--- config.mk ---
export PLATFORM = sky130hd
export DESIGN_NAME = mpmc11_rd_tag_dispatch
export DESIGN_NICKNAME = d
export VERILOG_FILES = /design/src/rtl/mpmc11_pkg.sv /design/src/rtl/mpmc11_tag_fifo.sv /design/src/rtl/mpmc11_rd_tag_dispatch.sv
export SDC_FILE = /design/constraint.sdc
export NUM_CORES = 1
export LEC_CHECK = 0
export CORE_AREA = 8 8 202 204
export DETAILED_ROUTE_END_ITERATION = 10
export DIE_AREA = 0 0 210 212
export PLACE_DENSITY_LB_ADDON = 0.15
export SETUP_SLACK_MARGIN = 0.5
export SLEW_MARGIN = 20
export SYNTH_ARGS = -nofsm -noshare
export SYNTH_HDL_FRONTEND = slang
export SYNTH_HIERARCHICAL = 1
export SYNTH_SLANG_ARGS = --single-unit
--- constraint.sdc ---
create_clock -name clk -period 4.46 [get_ports clk]
set_input_delay 1.115 -clock clk [delete_from_list [all_inputs] [get_ports clk]]
set_output_delay 1.115 -clock clk [all_outputs]
set_load 0.03 [all_outputs]
--- src/rtl/mpmc11_pkg.sv ---
// Shared types and sizing for the mpmc11 read-tag dispatch path.
// Port tags, FIFO depth and occupancy count type.
package mpmc11_pkg;
  localparam int PORTW = 4;
  localparam int DEPTH = 16;
  localparam int DATA_WIDTH = 256;
  localparam int PTRW = $clog2(DEPTH);
  localparam int CNTW = $clog2(DEPTH + 1);

  typedef logic [PORTW-1:0] port_t;
  typedef logic [PTRW-1:0] ptr_t;
  typedef logic [CNTW-1:0] count_t;
endpackage

--- src/rtl/mpmc11_tag_fifo.sv ---
// Single-clock FIFO of port tags with async read at the read pointer.
// Flags come from the occupancy count, not from pointer compare.
module mpmc11_tag_fifo
  import mpmc11_pkg::*;
(
  input  logic             clk,
  input  logic             rstn,
  input  logic             push,
  input  logic [PORTW-1:0] din,
  input  logic             pop,
  output logic [PORTW-1:0] dout,
  output logic [CNTW-1:0]  count,
  output logic             full,
  output logic             empty
);
  port_t mem [DEPTH];
  ptr_t wptr;
  ptr_t rptr;

  assign dout  = mem[rptr];
  assign full  = (count == count_t'(DEPTH));
  assign empty = (count == '0);

  always_ff @(posedge clk) begin
    if (push) mem[wptr] <= din;
  end

  always_ff @(posedge clk) begin
    if (!rstn) begin
      wptr  <= '0;
      rptr  <= '0;
      count <= '0;
    end else begin
      if (push) wptr <= wptr + 1'b1;
      if (pop) rptr <= rptr + 1'b1;
      unique case ({push, pop})
        2'b10:   count <= count + 1'b1;
        2'b01:   count <= count - 1'b1;
        default: count <= count;
      endcase
    end
  end
endmodule

--- src/rtl/mpmc11_rd_tag_dispatch.sv ---
// Tags memory read commands with their port and pairs returning
// read data with the oldest tag, emitting a one-cycle rdy strobe.
module mpmc11_rd_tag_dispatch
  import mpmc11_pkg::*;
#(
  parameter int DW = DATA_WIDTH
) (
  input  logic             clk,
  input  logic             rstn,
  input  logic             cmd_valid,
  input  logic [PORTW-1:0] cmd_port,
  output logic             cmd_rdy,
  input  logic             rd_valid,
  input  logic [DW-1:0]    rd_data,
  output logic             rdy,
  output logic [PORTW-1:0] fifo_port,
  output logic [DW-1:0]    dat_o,
  output logic [CNTW-1:0]  count,
  output logic             ovf_err,
  output logic             unf_err
);
  logic  full;
  logic  empty;
  logic  push;
  logic  pop;
  port_t tag;

  // A pop frees a slot this cycle, so a full FIFO still takes a push.
  assign pop     = rd_valid & ~empty;
  assign push    = cmd_valid & (~full | pop);
  assign cmd_rdy = ~full;

  mpmc11_tag_fifo u_fifo (
    .clk   (clk),
    .rstn  (rstn),
    .push  (push),
    .din   (cmd_port),
    .pop   (pop),
    .dout  (tag),
    .count (count),
    .full  (full),
    .empty (empty)
  );

  always_ff @(posedge clk) begin
    if (!rstn) begin
      rdy       <= 1'b0;
      fifo_port <= '0;
      dat_o     <= '0;
      ovf_err   <= 1'b0;
      unf_err   <= 1'b0;
    end else begin
      rdy <= pop;
      if (pop) begin
        fifo_port <= tag;
        dat_o     <= rd_data;
      end
      if (cmd_valid && !push) ovf_err <= 1'b1;
      if (rd_valid && empty) unf_err <= 1'b1;
    end
  end
endmodule

# == Yosys cells after proc, flatten, opt, wreduce, memory -nomap -nowiden ==
# Memory sizes are Yosys's and may differ from the RTL's. A register that Yosys moved wholly into a read port is not among the register bits.
# Index checks and enable logic that the tools add are counted.
# W data, S select, Z words.
# totals
output_inout_bits,269
n_memories,1
ff_bits,272
mem_bits_rw,64
input_bits,264
# classes
addsub,4
n_eq_ne,3
n_mux,3
bitwise,5
n_reduce_logical,6
# mem_list
name,depth,word_bits,rd,rd_clocked_by_memory_dff,write_ports,line,text
u_fifo.mem,16,4,1,1,1,mpmc11_tag_fifo.sv:16,port_t mem [DEPTH];
# op_table
cell,n
$pmux W5 S2,1
$add A4 B1 Y4 const B,2
$add A5 B1 Y5 const B,1
$eq A5 B5 Y1 const B,1
$logic_not A5 Y1,1
$sub A5 B1 Y5 const B,1
$and A1 B1 Y1,2
$eq A2 B1 Y1 const B,1
$eq A2 B2 Y1 const B,1
$logic_and A1 B1 Y1,2
$logic_not A1 Y1,2
$mux W1,2
$not A1 Y1,2
$reduce_bool A2 Y1,1
$or A1 B1 Y1,1

# == Logic depth before layout (Yosys ltp) ==
# Gate-level depths: netlist of run 1.
# logic_depth
ltp_word,7
mapped_depth,17
depth_no_buf,12

# == Cells and area by module ==
# The synthesis of run 1 kept the hierarchy.
# by_module_without_submodules
mod,cells_per_inst,instances,area_per_inst_um2,seq_area_each_um2
mpmc11_rd_tag_dispatch,1138,1,9658.0,5265.0
mpmc11_tag_fifo,215,1,3503.4,2262.2

# == Least setup slack after synthesis of run 1 ==
# Ideal clock, no wire load.
# synth_path
path_type,input to register
start,in rd_valid
end,reg u_fifo.count[4]
path_buffers,5
setup_slack_ns,0.774
required_ns,4.396
path_stages,14
t_arrival_ns,3.623
path_cell_list,nand2b_4 > buf_6 > buf_6 > buf_4 > a21boi_0 > clkbuf_1 > inv_1 > ha_1 > buf_6 > xor2_1 > ha_1 > o2111a_1 > or4b_1 > nand4_1
# synth_via
elab_chain_cells,5
# synth_rtl
item,line,text
"start, declared",mpmc11_rd_tag_dispatch.sv:13,"input logic rd_valid,"
$and A1 B1 Y1 (*),mpmc11_rd_tag_dispatch.sv:29,assign pop = rd_valid & ~empty;
$or A1 B1 Y1 (*),mpmc11_rd_tag_dispatch.sv:30,assign push = cmd_valid & (~full | pop);
$and A1 B1 Y1 (*),mpmc11_rd_tag_dispatch.sv:30,
via push,mpmc11_rd_tag_dispatch.sv:24,logic push;
$eq A2 B1 Y1 or $eq A2 B2 Y1 (tied branches),mpmc11_tag_fifo.sv:36,"unique case ({push, pop})"
$pmux W5 S2 or $reduce_bool A2 Y1 (tied branches),--,
"end signal, assigned",mpmc11_tag_fifo.sv:37,2'b10: count <= count + 1'b1;
"end signal, assigned",mpmc11_tag_fifo.sv:38,2'b01: count <= count - 1'b1;
"end signal, assigned",mpmc11_tag_fifo.sv:39,default: count <= count;
"end, declared",mpmc11_tag_fifo.sv:12,"output logic [CNTW-1:0] count,"
# Mark *: on every way through the listed nets, which the timed path passes. The rest lies on a longest branch.
# A chain may end at the register's enable or synchronous reset.

# == Worst setup path after layout of run 1 ==
# layout_path
start,reg u_fifo.count[0]
end,out cmd_rdy
# layout_via
elab_chain_cells,2
# layout_rtl
item,line,text
$eq A5 B5 Y1,mpmc11_tag_fifo.sv:21,assign full = (count == count_t'(DEPTH));
via full,mpmc11_rd_tag_dispatch.sv:22,logic full;
$not A1 Y1,mpmc11_rd_tag_dispatch.sv:31,assign cmd_rdy = ~full;
"end, declared",mpmc11_rd_tag_dispatch.sv:12,"output logic cmd_rdy,"
# The timed path passes the listed nets, and every way through them passes these cells.

==> metrics.cfg, run 1 <==
[power_and_ir_drop]
p_int_mw = 7.873
vdd_ir_drop_max_mv = 0.4404
p_seq_share_pct = 32.6
combPwrFrac_pct = 42.6
p_leak_nw = 7.225
power.share.switching_pct = 40.11
p_switching_mw = 5.272
power_frac_clock_pct = 24.8
p_per_area_nw_per_um2 = 654.4

[clock_network]
clk_latency_ps = 560
cts_sinks = 344
cts_resized = 0
ctsHoldBuffers = 0
postCtsSetupBuffers = 0
cts_tree = built
clkTransAtPathRegs_ps = 60
cts_max_path_buffers = 3
htreeDepth = 2
cts-buffers-inserted = 40
ctsRootBufferMaster = clkbuf_16

[detailed_routing]
drt_pass1_iterations = 4
highest_layer = met5
wl_met1_um = 18530
wl_met2_um = 22540
drt_iter0_drc = 770
vias = 10991
final_antenna_net_count = 0
avgViaCountPerCell = 4.593
routedWlPerCell_um = 19.25
drc = 0
met3_wirelength_um = 3808
routed_wl_um = 46070

[final_layout]
multi_input_area_um2 = 5111
drive_above_1_share_pct = 4.011
fill_cells = 3511
mostFrequentLayoutCells = 531 x clkdlybuf4s50_1, 529 x nand2_1, 280 x dfxtp_1
final_common_cell = clkdlybuf4s50_1
fin_nets = 2114
seqCellArea_um2 = 7527
area_delta_synth_final_pct = 52.62

[worst_setup_path]
path_cells = or4_1 -> nor2_1 -> inv_1 -> clkdlybuf4s50_1
cp-startpoint = u_fifo/count[0]$_SDFFE_PN0P_
critPathKind = reg -> out
critPathTopFamily = simple AND/OR/NAND/NOR gates
setup.worst_path.start_class = register
cp_slowest_cell = clkdlybuf4s50_1
worstPathMaxFanout = 6
cp_data_required_time_ps = 3350
r2r-start = u_fifo/count[0]$_SDFFE_PN0P_
worstSetupEndpointType = primary output
critPathArrivalTime_ps = 2380
cp_slowest_stage_delay_ps = 610
crit_buf_inv = 2

[placement]
pre_cts_slack_ps = 552.3
io_buffers = 532
gp_congestion = 0.8114
place_hpwl_um = 33350

[sta]
min_period_ps = 3490
setup_slack_ps = 969.6
slew_headroom_pct = 26.61
skew_ps = 25.01
hold_viol = 0
fmax_mhz = 286.5
finalSetupViolCount = 0
worst_pin_slew_ps = 1101
slew_viol_final = 0
period_share_pct = 78.26
fin_setup_tns_ps = 0
rsz0062_at_grt = false

[die]
die_w_um = 210
core_area_um2 = 37930
die_h_um = 212
io_pins = 533
die-area_um2 = 44520
rows = 72
initial_core_util_pct = 34.70

[hold_path]
hold_path.startpoint = dat_o[74]$_SDFFE_PN0P_
hp-class = reg -> reg

[global_routing]
grt_pass1_wl_um = 67080
grtUsageTotal_pct = 19.56
grt_max_degree = 146
grt_antenna_before_repair = 6
grt-ovfl-total = 0
grt_pass1_vias = 10759

[synth]
yosysUniqueCellTypes = 41
ys_ff_latch = 344
yosys.area.top_type = dfxtp_1
ys_seq_area_share_pct = 57.19
synth_area_leaders = dfxtp_1 43%, nand2_1 15%, edfxtp_1 15%, a21boi_1 11%, a21boi_0 4.2%
syn-num-nets = 1626
synth_area_per_cell_um2 = 9.728
yosys_warnings = 6
syn_area_um2 = 13160
syn_inst = 1353
synth_top_area_share_pct = 42.59

[flow_run]
drv_cap = 0

[status]
status = finished, final reports clean

power by group through the flow:
stage / Combinational, mW / Sequential [mW] / Clock, mW
after global placement: 5.60 / 4.31 / 0
after floorplan: 2.16 / 5.61 / 0
after global routing: 6.06 / 4.38 / 3.48
after CTS: 5.66 / 4.29 / 3.36
after detailed placement: 5.66 / 4.35 / 0
final: 5.60 / 4.28 / 3.26
synth_stat cells, drive strengths merged:
cell and number:
and2 26, edfxtp 64, nand3 3, a22oi 8, nand2 529, a21oi 1, a21boi 262, nor2b 7
nor3 2, nor3b 1, or3 1, nor2 6, a21o 2, o211ai 2, o2111a 1, o21ai 2
nand3b 1, buf 63, and3 2, nor4bb 1, nand4b 1, inv 7, mux4 16, nand2b 2
nand4 4, ha 9, xor2 3, a31oi 2, nand4bb 1, xnor2 6, or4b 1, or4 2
mux2i 3, dfxtp 280, clkbuf 32
per-layer routing:
| layer | GRT usage, % | vias to the layer above |
|---|---|---|
| li1 | - | 5459 |
| met4 | 7.217 | 2 |
| met5 | 0 | - |
| met2 | 33.20 | 357 |
| met1 | 22.94 | 5104 |
| met3 | 6.368 | 69 |
worst paths after layout:
| path | end | slack, ps | depth (start not counted) |
|---|---|---|---|
| max | cmd_rdy | 970 | 4 |
| min | dat_o[74]$_SDFFE_PN0P_ | 450 | 2 |
| max reg2reg | u_fifo/count[4]$_SDFFE_PN0P_ | 1110 | 11 |
| min reg2reg | dat_o[74]$_SDFFE_PN0P_ | 450 | 2 |
through the flow:
stage / util (%) / hold WS [ps] / total power [mW] / instances / cell area (um2)
6_report: 52.96 / 448.2 / 13.15 / 2393 / 20090
2_1_floorplan: - / 524.2 / 7.768 / 1353 / 13160
4_1_cts: 52.86 / 451.5 / 13.31 / 2387 / 20050
3_5_place_dp: 49.39 / 444.4 / 10.01 / 2316 / 18730
3_3_place_gp: 49.39 / 439.1 / 9.912 / 2316 / 18730
5_1_grt: 52.96 / 468.9 / 13.92 / 2392 / 20080
final cells by class:
type	count	share of cell area, %
clock inverter	19	1.090
sequential	344	37.47
antenna	5	0.06229
multi-input combinational	907	25.45
inverter	7	0.1682
tap	518	3.227
clock buffer	52	5.457
timing repair buffer	541	27.08
registers in the layout (all words and copies together) (netlist names), named ones only:
register	count
u_fifo/rptr	4
rdy	1
u_fifo/mem	64
ovf_err	1
fifo_port	4
dat_o	256
u_fifo/wptr	4
unf_err	1
u_fifo/count	5
kinds of logic (layout without fill, tap and decap cells):
group	count (synthesis)	in the layout	share of synthesized area [%]
DFF	344	344	57.19
and+or+nand+nor	590	590	18.03
adders and majority gates	9	9	0.8556
muxes	19	19	3.422
buffers and inverters	102	619	3.974
AOI/OAI and AO/OA	280	280	15.92
xor gates and xnor gates	9	9	0.5989
other	0	5	0
tightest hold or removal path: cells and delay by family (launching register included):
kind               cells  cell delay [ps]
DFF                    1              300
and+or+nand+nor        1               50
AOI/OAI and AO/OA      1               50
(Power assumes the default switching activity.)
==> run 2, diff against run 1 <==
==> constraint.sdc (replaced) <==
create_clock -name clk -period 3.4 [get_ports clk]
set_input_delay 0.85 -clock clk [delete_from_list [all_inputs] [get_ports clk]]
set_output_delay 0.85 -clock clk [all_outputs]
set_load 0.03 [all_outputs]
==> run 2 against run 1 <==
Compared with the run above: clock-buffer cell count increased by 4; via count grew 1.0%; wire length increased by 0.64%; flip-flop and latch count is the same; critical path depth unchanged; largest power group unchanged; final cell count increased by 0.21%; die area did not move.
==> metrics.cfg, run 2 (same netlist as run 1, synthesis figures left out) <==
[status]
status = finished, final reports clean

[sta]
rsz0062_at_grt = true
fin_setup_tns_ps = 0
finalSetupViolCount = 0
fmax_mhz = 357.0
slew_headroom_pct = 41.56
slew_viol_final = 0
hold_viol = 0
period_share_pct = 82.40
worst_pin_slew_ps = 875.3
holdWs_ps = 448.2
skew_ps = 25.71
min_period_ps = 2802

[clock_network]
cts_max_path_buffers = 3
ctsHoldBuffers = 0
cts_sinks = 344
cts-buffers-inserted = 40
cts_tree = built
ctsRootBufferMaster = clkbuf_16
clkTransAtPathRegs_ps = 50
clk_latency_ps = 560
htreeDepth = 2

[detailed_routing]
routedWlPerCell_um = 19.34
final_antenna_net_count = 0
drt_pass1_iterations = 5
routed_wl_um = 46370
vias = 11106
drc = 0
drt_iter0_drc = 692
avgViaCountPerCell = 4.631

[final_layout]
mostFrequentLayoutCells = 530 x clkdlybuf4s50_1, 529 x nand2_1, 276 x dfxtp_1
largest_reg_flops = 256
drive_above_1_share_pct = 4.800
top_register = dat_o
fin_nets = 2117
reg_top3 = dat_o: 256 flops, u_fifo/mem: 64 flops, u_fifo/count: 5 flops
final_common_cell = clkdlybuf4s50_1
finalNonFillerCells = 2398
area_delta_synth_final_pct = 53.03

[die]
die_h_um = 212
die_w_um = 210
initial_core_util_pct = 34.70
io_pins = 533
die-area_um2 = 44520
core_area_um2 = 37930
rows = 72

[global_routing]
grtUsageTotal_pct = 19.42
grt_pass1_vias = 10517
grt_pass1_wl_um = 66410
grt_max_degree = 153
grt_antenna_before_repair = 5
grt-ovfl-total = 0

[worst_setup_path]
cp_data_required_time_ps = 2550
cp_slowest_cell = or4_4
path_cells = or4_4 -> nor2_2 -> inv_1 -> clkdlybuf4s15_2
crit_buf_inv = 2
setup.worst_path.start_class = register
worstPathMaxFanout = 8
cp_slowest_stage_delay_ps = 550
critPathKind = reg -> out
critPathArrivalTime_ps = 1950
critPathTopFamily = simple AND/OR/NAND/NOR gates
worstSetupEndpointType = primary output

[hold_path]
hp-class = reg -> reg

[placement]
placed_cells = 2317
gp_congestion = 0.8032
io_buffers = 532
place_hpwl_um = 33070

[power_and_ir_drop]
vdd_ir_drop_max_mv = 0.6979
p_leak_nw = 7.258
p_per_area_nw_per_um2 = 857.1

[flow_run]
drv_cap = 0

run 2: cell types whose count changed in the layout (fill, tap and decap cells not counted), moves of 2 or more:
cell        delta
clkbuf_8       +2
inv_6          +2
clkinv_8       -3
a21boi_0       -2
clkinvlp_4     -4
bufinv_16      -2
nor2_1         -2
dfxtp_1        -4
ha_1           -2
dfxtp_2        +2
clkinv_2       +4
nor2_2         +2
dfxtp_4        +2
clkbuf_16      +2
run 2: cell type report:
| class | count | area, um2 |
|---|---|---|
| Tap cell | 518 | 648.1 |
| Antenna cell | 5 | 12.51 |
| Timing Repair Buffer | 544 | 5497 |
| Clock inverter | 17 | 118.9 |
| Multi-Input combinational cell | 907 | 5139 |
| Inverter | 7 | 36.28 |
| Fill cell | 3519 | 17790 |
| Sequential cell | 344 | 7537 |
| Clock buffer | 56 | 1152 |
run 2: repair_timing:
item | CTS | global route
endpoints found under the hold margin | 0 | 0
cloned | 0 | 1
resized for setup | 4 | 3
pin swaps | 0 | 1
setup buffers | 0 | 2
setup endpoints to repair | 1 | 191
run 2: worst reg2reg max path, delay by kind of cell, from the launching register on:
kind | cells | cell delay (ps)
AO/OA/AOI/OAI | 1 | 160
adder cells (fa/ha/maj) | 2 | 500
buffers and inverters | 3 | 310
flip-flops | 1 | 370
AND/OR/NAND/NOR | 5 | 1390
run 2: through the flow:
step                      cell area (um2)  worst slack, ps  power (mW)  util, %
after floorplan                     13200            205.2       10.24        -
after global routing                20140            486.2       18.25    53.10
after global placement              18800            182.2       13.08    49.56
after detailed placement            18800            155.3       13.17    49.56
final                               20140            598.5       17.26    53.10
after CTS                           20070            549.7       17.39    52.93
run 2: worst paths after layout:
kind / from / end / slack [ps] / cells past startpoint
min: dat_o[239]$_SDFFE_PN0P_ / dat_o[239]$_SDFFE_PN0P_ / 450 / 2
max reg2reg: u_fifo/count[1]$_SDFFE_PN0P_ / u_fifo/count[4]$_SDFFE_PN0P_ / 630 / 11
max: u_fifo/count[1]$_SDFFE_PN0P_ / cmd_rdy / 600 / 4
min reg2reg: dat_o[239]$_SDFFE_PN0P_ / dat_o[239]$_SDFFE_PN0P_ / 450 / 2
run 2: per-layer routing:
layer	share of wire (%)	track usage (%)
met4	3.0	6.902
met2	49	32.95
met1	40	22.51
met3	8.3	6.913
met5	0.024	0
run 2: report_power, final:
part           internal (mW)  total [mW]  leakage (nW)  switching [mW]
registers               5.10        5.62          2.87           0.517
clock network           2.44        4.14         0.639            1.70
logic                   2.81        7.50          3.75            4.70
==> run 3, diff against run 2 <==
==> constraint.sdc (replaced) <==
create_clock -name clk -period 2.72 [get_ports clk]
set_input_delay 0.68 -clock clk [delete_from_list [all_inputs] [get_ports clk]]
set_output_delay 0.68 -clock clk [all_outputs]
set_load 0.03 [all_outputs]
==> run 3 against run 2 <==
Compared with the run above: clock-buffer cell count rose by 1; core utilization is 1.7 points higher; worst hold slack lost 1.2 ps; register-to-register slack worse by 610 ps; non-clock buffer count up 55; die area stayed put; critical path depth increased by 8; setup slack got worse by 580 ps; largest cell class unchanged; largest power group unchanged.
==> metrics.cfg, run 3 (same netlist as run 1, synthesis figures left out) <==
[sta]
skew_ps = 20.79
worst_pin_slew_ps = 610.5
holdWs_ps = 447.1
min_period_ps = 2702
slew_headroom_pct = 59.30
rsz0062_at_grt = true
period_share_pct = 99.33
fmax_mhz = 370.1
finalSetupViolCount = 0
hold_viol = 0
slew_viol_final = 0

[hold_path]
hp-class = reg -> reg
hold_path.startpoint = dat_o[193]$_SDFFE_PN0P_
hold_depth = 2
min_to = dat_o[193]$_SDFFE_PN0P_

[final_layout]
mostFrequentLayoutCells = 528 x nand2_1, 275 x dfxtp_1, 268 x dlygate4sd2_1
largest_reg_flops = 256
top_register = dat_o
seqCellArea_um2 = 7541
reg_top3 = dat_o: 256 flops, u_fifo/mem: 64 flops, u_fifo/count: 5 flops
fin_nets = 2170
multi_input_area_um2 = 5223
fill_cells = 3487
area_delta_synth_final_pct = 57.94
final_common_cell = nand2_1
drive_above_1_share_pct = 8.619

[detailed_routing]
vias = 11527
drc = 0
routedWlPerCell_um = 21.43
drt_iter0_drc = 698
drt_pass1_iterations = 5
routed_wl_um = 52600
final_antenna_net_count = 0
avgViaCountPerCell = 4.697

[global_routing]
grt_pass1_wl_um = 68410
grt-ovfl-total = 0
grt_max_degree = 140
grt_pass1_vias = 10673
grtUsageTotal_pct = 20.01
grt_antenna_before_repair = 11

[power_and_ir_drop]
p_int_mw = 13.66
vdd_ir_drop_max_mv = 0.6335
power_mw = 23.32
combPwrFrac_pct = 48.4
p_switching_mw = 9.655
power.share.switching_pct = 41.41
p_seq_share_pct = 29.6
p_leak_nw = 8.866
p_per_area_nw_per_um2 = 1122
power_frac_clock_pct = 22.0

[die]
core_area_um2 = 37930
die-area_um2 = 44520
rows = 72
io_pins = 533
initial_core_util_pct = 34.70
die_w_um = 210
die_h_um = 212

[placement]
io_buffers = 532
gp_congestion = 0.8299
place_hpwl_um = 33570

[worst_setup_path]
setup.worst_path.start_class = register
worstPathMaxFanout = 3
critPathKind = reg -> reg
r2r-start = u_fifo/count[2]$_SDFFE_PN0P_
reg2regPathDepth = 12
r2r_end = u_fifo/count[2]$_SDFFE_PN0P_
r2r_slack_ps = 20
critPathArrivalTime_ps = 3140
cp_data_required_time_ps = 3160
worstSetupEndpointType = register

[clock_network]
clk_latency_ps = 530
ctsRootBufferMaster = clkbuf_16
cts_tree = built
cts_max_path_buffers = 3
cts-buffers-inserted = 38
ctsHoldBuffers = 0
htreeDepth = 2
cts_sinks = 344
clkTransAtPathRegs_ps = 60

[status]
status = finished, final reports clean

[flow_run]
drv_cap = 0

-- run 3: cell types whose count changed in the layout (fill, tap and decap cells not counted), sizes merged --
cell           previous run  this run
clkdlybuf4s50           530       262
dlygate4sd2               0       268
buf                      12        53
clkbuf                   57        72
clkinv                   14         9
diode                     5        10
-- run 3: metrics by stage --
stage | cell area (um2) | cells | util, % | setup WS (ps) | setup TNS, ps
2_1_floorplan | 13260 | 1353 | - | -471.7 | -853.0
3_3_place_gp | 18990 | 2335 | 50.07 | -212.7 | -627.0
3_5_place_dp | 18990 | 2335 | 50.07 | -200.3 | -739.0
4_1_cts | 20100 | 2410 | 52.99 | 13.63 | 0
5_1_grt | 20780 | 2451 | 54.79 | -61.52 | -139.6
6_report | 20790 | 2454 | 54.81 | 18.13 | 0
-- run 3: layout make-up --
class | instances | share of cell area [%]
antenna | 10 | 0.1204
clock buffer | 57 | 5.544
clock inverter | 12 | 0.5116
inverter | 7 | 0.1746
multi-input combinational | 907 | 25.12
sequential | 344 | 36.28
tap | 518 | 3.118
timing repair buffer | 599 | 29.13
-- run 3: layer usage --
layer / wire length [um] / vias up / global-route usage, %
met5: 38 / - / 0
met4: 1468 / 6 / 7.315
met3: 4309 / 80 / 6.810
met2: 25960 / 393 / 33.93
met1: 20820 / 5458 / 23.35
li1: - / 5590 / -
-- run 3: power by group through the flow --
stage	clock (mW)	combinational, mW	sequential (mW)
2_1_floorplan	0	3.62	9.22
3_3_place_gp	0	9.58	6.99
3_5_place_dp	0	9.65	7.05
4_1_cts	5.26	9.49	6.90
5_1_grt	5.44	12.0	7.04
6_report	5.14	11.3	6.90
-- run 3: worst max-delay path by stage --
| stage | from | end | cells after the start |
|---|---|---|---|
| 3_3_place_gp | rd_valid | u_fifo/count[4]$_SDFFE_PN0P_ | 11 |
| 4_1_cts | u_fifo/count[2]$_SDFFE_PN0P_ | u_fifo/count[4]$_SDFFE_PN0P_ | 13 |
| 2_1_floorplan | u_fifo/count[1]$_SDFFE_PN0P_ | u_fifo/count[4]$_SDFFE_PN0P_ | 17 |
| 5_1_grt | u_fifo/count[2]$_SDFFE_PN0P_ | u_fifo/count[4]$_SDFFE_PN0P_ | 13 |
| 6_report | u_fifo/count[2]$_SDFFE_PN0P_ | u_fifo/count[2]$_SDFFE_PN0P_ | 12 |
| 3_5_place_dp | rd_valid | u_fifo/count[4]$_SDFFE_PN0P_ | 11 |
-- run 3: what timing repair did --
action	4_1_cts	5_1_grt
gates resized for setup	285	19
setup endpoints to repair	502	220
cloned	3	24
buffers inserted	3	10
pin swaps	7	4
-- run 3: worst max-delay path, cell delays in order, from the launching register on --
cell and delay, ps:
dfxtp_4 340, or4_4 570, nor2_4 110, nand2b_4 140
buf_6 120, inv_8 30, ha_4 160, xor2_2 180
ha_4 160, a21o_1 180, xnor2_1 140, or3_1 360
a21boi_1 130
